`config.mk`:
```
export PLATFORM = sky130hd
export DESIGN_NAME = rf_scoreboard
export DESIGN_NICKNAME = d
export VERILOG_FILES = /design/src/rtl/rf_scoreboard_pkg.sv /design/src/rtl/rf_scoreboard_pend_counter.sv /design/src/rtl/rf_scoreboard.sv
export SDC_FILE = /design/constraint.sdc
export NUM_CORES = 1
export LEC_CHECK = 0
export CAP_MARGIN = 20
export CORE_UTILIZATION = 25
export DETAILED_ROUTE_END_ITERATION = 8
export DONT_BUFFER_PORTS = 1
export GPL_ROUTABILITY_DRIVEN = 0
export PLACE_DENSITY_LB_ADDON = 0.12
export SYNTH_ARGS = -nofsm -noshare
export SYNTH_HDL_FRONTEND = slang
export SYNTH_HIERARCHICAL = 1
export SYNTH_SLANG_ARGS = --single-unit
```
`constraint.sdc`:
```
create_clock -name I_CLOCK -period 5.6 [get_ports I_CLOCK]
set_input_delay 0.56 -clock I_CLOCK [delete_from_list [all_inputs] [get_ports I_CLOCK]]
set_output_delay 0.56 -clock I_CLOCK [all_outputs]
set_load 0.03 [all_outputs]
```
`src/rtl/rf_scoreboard_pkg.sv`:
```
// rf_scoreboard_pkg: shared sizes and FSM state encodings for the register-file scoreboard
package rf_scoreboard_pkg;
  localparam int NUM_RF = 16;
  localparam int IDX_WIDTH = 4;
  localparam int CNT_WIDTH = 2;
  localparam logic [0:0] SB_IDLE = 1'b0;
  localparam logic [0:0] SB_BR_WAIT = 1'b1;
endpackage

```
`src/rtl/rf_scoreboard_pend_counter.sv`:
```
// rf_scoreboard_pend_counter: per-register pending-write counter with same-cycle writeback bypass
// ports: clk/rst/en control; inc = issue write, dec = writeback; eff_nz/eff_full = bypassed count flags,
// nxt_nz = post-update count nonzero, uf = writeback against an empty counter
module rf_scoreboard_pend_counter
  import rf_scoreboard_pkg::*;
(
  input  logic clk,
  input  logic rst,
  input  logic en,
  input  logic inc,
  input  logic dec,
  output logic eff_nz,
  output logic eff_full,
  output logic nxt_nz,
  output logic uf
);
  logic [CNT_WIDTH-1:0] cnt, eff, nxt;
  always_comb begin
    eff = cnt - CNT_WIDTH'(dec && cnt != '0);
    nxt = (inc && eff != '1) ? eff + CNT_WIDTH'(1) : eff;
  end
  assign eff_nz = eff != '0;
  assign eff_full = &eff;
  assign nxt_nz = nxt != '0;
  assign uf = dec && cnt == '0;
  always_ff @(posedge clk)
    if (rst) cnt <= '0;
    else if (en) cnt <= nxt;
endmodule

```
`src/rtl/rf_scoreboard.sv`:
```
// rf_scoreboard: register hazard tracking, issue grant and branch-shadow stall control
// ports: I_CLOCK/I_RESET/I_LOCK control; I_Src*/I_Dest*/I_IsBranch describe the decode instruction;
// I_WriteBack* retire writes; O_IssueGrant/O_DepStallSignal/O_BranchStallSignal are combinational,
// O_PendingMask and sticky O_Underflow are registered
module rf_scoreboard
  import rf_scoreboard_pkg::*;
(
  input  logic                 I_CLOCK,
  input  logic                 I_RESET,
  input  logic                 I_LOCK,
  input  logic                 I_IssueValid,
  input  logic                 I_Src1Used,
  input  logic [IDX_WIDTH-1:0] I_Src1Idx,
  input  logic                 I_Src2Used,
  input  logic [IDX_WIDTH-1:0] I_Src2Idx,
  input  logic                 I_DestUsed,
  input  logic [IDX_WIDTH-1:0] I_DestIdx,
  input  logic                 I_IsBranch,
  input  logic                 I_WriteBackEnable,
  input  logic [IDX_WIDTH-1:0] I_WriteBackRegIdx,
  input  logic                 I_BranchResolved,
  output logic                 O_IssueGrant,
  output logic                 O_DepStallSignal,
  output logic                 O_BranchStallSignal,
  output logic [NUM_RF-1:0]    O_PendingMask,
  output logic                 O_Underflow
);
  logic [0:0] state;
  logic [NUM_RF-1:0] eff_nz, eff_full, nxt_nz, uf, inc, dec;
  logic act, raw, full, drain;
  for (genvar g = 0; g < NUM_RF; g++) begin : g_cnt
    assign inc[g] = O_IssueGrant && I_DestUsed && I_DestIdx == IDX_WIDTH'(g);
    assign dec[g] = I_WriteBackEnable && I_WriteBackRegIdx == IDX_WIDTH'(g);
    rf_scoreboard_pend_counter u_cnt (
      .clk(I_CLOCK), .rst(I_RESET), .en(I_LOCK), .inc(inc[g]), .dec(dec[g]),
      .eff_nz(eff_nz[g]), .eff_full(eff_full[g]), .nxt_nz(nxt_nz[g]), .uf(uf[g])
    );
  end
  always_comb begin
    act = I_LOCK && I_IssueValid && state == SB_IDLE;
    raw = (I_Src1Used && eff_nz[I_Src1Idx]) || (I_Src2Used && eff_nz[I_Src2Idx]);
    full = I_DestUsed && eff_full[I_DestIdx];
    // condition codes are only trustworthy once every in-flight write has retired
    drain = I_IsBranch && |eff_nz;
    O_DepStallSignal = act && (raw || full || drain);
    O_IssueGrant = act && !O_DepStallSignal;
    O_BranchStallSignal = I_LOCK && (state == SB_BR_WAIT || (I_IssueValid && I_IsBranch));
  end
  always_ff @(posedge I_CLOCK)
    if (I_RESET) begin
      state <= SB_IDLE;
      O_PendingMask <= '0;
      O_Underflow <= 1'b0;
    end else if (I_LOCK) begin
      state <= (state == SB_IDLE) ? ((O_IssueGrant && I_IsBranch) ? SB_BR_WAIT : SB_IDLE)
                                  : (I_BranchResolved ? SB_IDLE : SB_BR_WAIT);
      O_PendingMask <= nxt_nz;
      O_Underflow <= O_Underflow | (|uf);
    end
endmodule

```
==> run_results.csv <==
group,metric,value,unit
place,dp_hpwl,11400,um
logic_synthesis,yosysSeqAreaShare,0.196,
clock_tree,clk_latency,0.31,ns
logic_synthesis,synth-seq-cells,50,
sta,worstMarginPinSlew,0.638,ns
floorplanning,rows,51,
status,status,"complete, no violations",
floorplanning,ios,46,
sta,rsz0062_at_grt,"no",
detailed_routing,routed_wl,14900,um
flow_run,drv_cap,0,
critical_path,worstPathArrival,4.17,ns
grt,grt_pass1_vias,4281,
finish,area_delta_synth_final,9.02,%
power_and_ir_drop,p_sw_frac,0.245,
grt,grt_usage,0.151,
clock_tree,clock_path_buffers,2,
sta,slew_headroom,0.571,
logic_synthesis,syn_nets,680,
floorplanning,start_util,0.259,
power_and_ir_drop,total_power,0.000806,W
floorplanning,dieArea,0.0210,mm^2
detailed_routing,ant_nets,0,
grt,grt_overflow,0,
clock_tree,cts_resized,0,
clock_tree,cts_setup_buffers,0,
logic_synthesis,synth_area_per_cell,8.42,um^2
finish,final_layout_size_suffix_gt1_frac,0.104,
detailed_routing,firstDrtPassIters,5,
critical_path,crit_path_start_kind,"primary input",
power_and_ir_drop,powerDensity,145,mW/mm^2
critical_path,endpoint_kind,"primary output",
power_and_ir_drop,p_leak,2.42,nW
detailed_routing,wl_per_cell,17.1,um
detailed_routing,drt-initial-drc-count,192,
logic_synthesis,synth-async-reset-ratio,0,
logic_synthesis,yosys_warnings,6,
detailed_routing,vias,4289,
clock_tree,ctsHoldBuffers,0,
clock_tree,ctsRootBufferMaster,"clkbuf_16",
floorplanning,core_area,0.0197,mm^2
floorplanning,die-height,145,um
sta,finalMaxSlewViolations,0,
clock_tree,clock_sinks,50,
logic_synthesis,synth_ff_type,"dfxtp_1",
sta,setup_viol,0,
place,port_buffers,0,
power_and_ir_drop,irDropWorstVdd,0.000103,V
sta,skew,0.00790,ns
detailed_routing,drcViolationCount,0,
clock_tree,cts_tree,"done",
power_and_ir_drop,p_clk_frac,0.469,
power_and_ir_drop,p_seq_frac,0.448,
logic_synthesis,syn_area,0.00510,mm^2
sta,tns,0,ns
finish,layout.nets,680,
critical_path,crit_fanout,19,
sta,hold_viol_final,0,
finish,final_util,0.282,
worst_hold_path,hold_class,"in2reg",
clock_tree,htreeDepth,2,
critical_path,cp.required,5.04,ns
power_and_ir_drop,combPwrFrac,0.084,
grt,antenna_found_initial,0,
sta,min_period_over_period,0.845,
grt,grt_pass1_wl,23900,um
critical_path,crit_type,"in2out",
sta,period_needed,4.73,ns
power_and_ir_drop,p_sw,0.000197,W
logic_synthesis,synth_cells,606,
logic_synthesis,ys_types,48,
detailed_routing,via_per_inst,4.92,
power_and_ir_drop,cell_internal_pwr,0.000609,W
clock_tree,cts_made_buffers,5,
sta,timing.fmax,211,MHz
finish,diodes,0,
floorplanning,die_w,145,um
logic_synthesis,synth_edf_count,0,
grt,grt_max_degree,102,
finish,layout_common_cells,"inv_1, dfxtp_1, a31oi_1, ha_1, nand2b_1",
clock_tree,cts.clk_slew.worst_paths,0.07,ns
finish,layout_commonest_cell,"inv_1",
kinds of logic after synthesis:
| family | after synthesis | share of synthesized area |
|---|---|---|
| and+or+nand+nor | 238 | 0.307 |
| AOI/OAI and AO/OA | 112 | 0.183 |
| buffers and inverters | 107 | 0.0821 |
| DFF | 50 | 0.196 |
| adders and majority gates | 48 | 0.118 |
| muxes | 35 | 0.0863 |
| xor gates and xnor gates | 16 | 0.0275 |
layer usage:
metal,track usage,vias to the layer above,share of wire
met3,0.0451,10,0.061
li1,-,2170,-
met5,0,-,0
met1,0.206,2041,0.49
met4,0.0332,0,0.0099
met2,0.233,68,0.43
through the flow:
| step | area (um^2) | hold slack (ns) | instances | setup slack (ns) |
|---|---|---|---|---|
| 2_1_floorplan | 5100 | 0.461 | 606 | 1.49 |
| 3_3_place_gp | 5400 | 0.479 | 864 | 0.790 |
| 3_5_place_dp | 5400 | 0.484 | 864 | 0.705 |
| 4_1_cts | 5560 | 0.321 | 871 | 0.818 |
| 5_1_grt | 5560 | 0.319 | 871 | 0.670 |
| 6_report | 5560 | 0.325 | 871 | 0.866 |
power by group through the flow:
stage / logic [W] / registers [W] / clock network [W]
2_1_floorplan: 0.0000633 / 0.000369 / 0
3_3_place_gp: 0.0000681 / 0.000369 / 0
3_5_place_dp: 0.0000682 / 0.000369 / 0
4_1_cts: 0.0000682 / 0.000361 / 0.000392
5_1_grt: 0.0000727 / 0.000361 / 0.000403
6_report: 0.0000674 / 0.000361 / 0.000378
critical path, stage by stage:
cell and delay (ns):
or3b_2 0.56, nor3_1 0.34, o21a_1 0.18, ha_1 0.20
xnor2_1 0.20, ha_1 0.21, inv_1 0.07, mux4_1 0.49
mux2_2 0.27, nand3b_1 0.13, nand4_4 0.35, nor3_2 0.60
cell usage after synthesis, types with 3 or more instances:
| cell type | n | area [um^2] |
|---|---|---|
| nor3_1 | 31 | 155 |
| nand2b_4 | 16 | 220 |
| mux2_2 | 3 | 33.8 |
| nand3_1 | 17 | 85.1 |
| o32ai_2 | 16 | 260 |
| nor4_1 | 8 | 50.1 |
| and3b_1 | 17 | 149 |
| nor2_1 | 32 | 120 |
| a21oi_1 | 4 | 20.0 |
| mux2i_1 | 26 | 260 |
| xnor2_1 | 16 | 140 |
| a21boi_1 | 16 | 120 |
| nand2_1 | 23 | 86.3 |
| mux4_2 | 3 | 67.6 |
| dfxtp_1 | 50 | 1000 |
| inv_1 | 99 | 372 |
| and3_1 | 17 | 106 |
| nand2b_1 | 34 | 213 |
| a31oi_1 | 48 | 300 |
| o21a_1 | 16 | 120 |
| nand4b_1 | 16 | 140 |
| nand3b_1 | 5 | 37.5 |
| ha_1 | 48 | 601 |
| nor3_2 | 10 | 100 |
| mux4_1 | 3 | 78.8 |
flip-flops by register name, summed over array words and instances, names as in the netlist:
signal	flops
O_PendingMask	16
state	1
g_cnt.u_cnt/cnt	32
O_Underflow	1
path summary, 6_finish.rpt:
kind                            slack (ns)  depth (start not counted)                   from                    end
worst min-delay path                  0.33                          1                I_RESET       O_PendingMask[8]
worst max-delay path                  0.87                         12   I_WriteBackRegIdx[3]           O_IssueGrant
worst max register to register        1.62                         15  g_cnt[8].u_cnt/cnt[1]       O_PendingMask[1]
worst min register to register        0.49                          2  g_cnt[6].u_cnt/cnt[0]  g_cnt[6].u_cnt/cnt[0]
cell type report:
cell class | instances | area (um^2)
Inverter | 99 | 372
Multi-Input combinational cell | 449 | 3680
Timing Repair Buffer | 1 | 7.51
Clock inverter | 1 | 30.0
Sequential cell | 50 | 1000
Fill cell | 2122 | 14200
Clock buffer | 6 | 139
Tap cell | 265 | 332
Power figures use the tool's default switching activity.
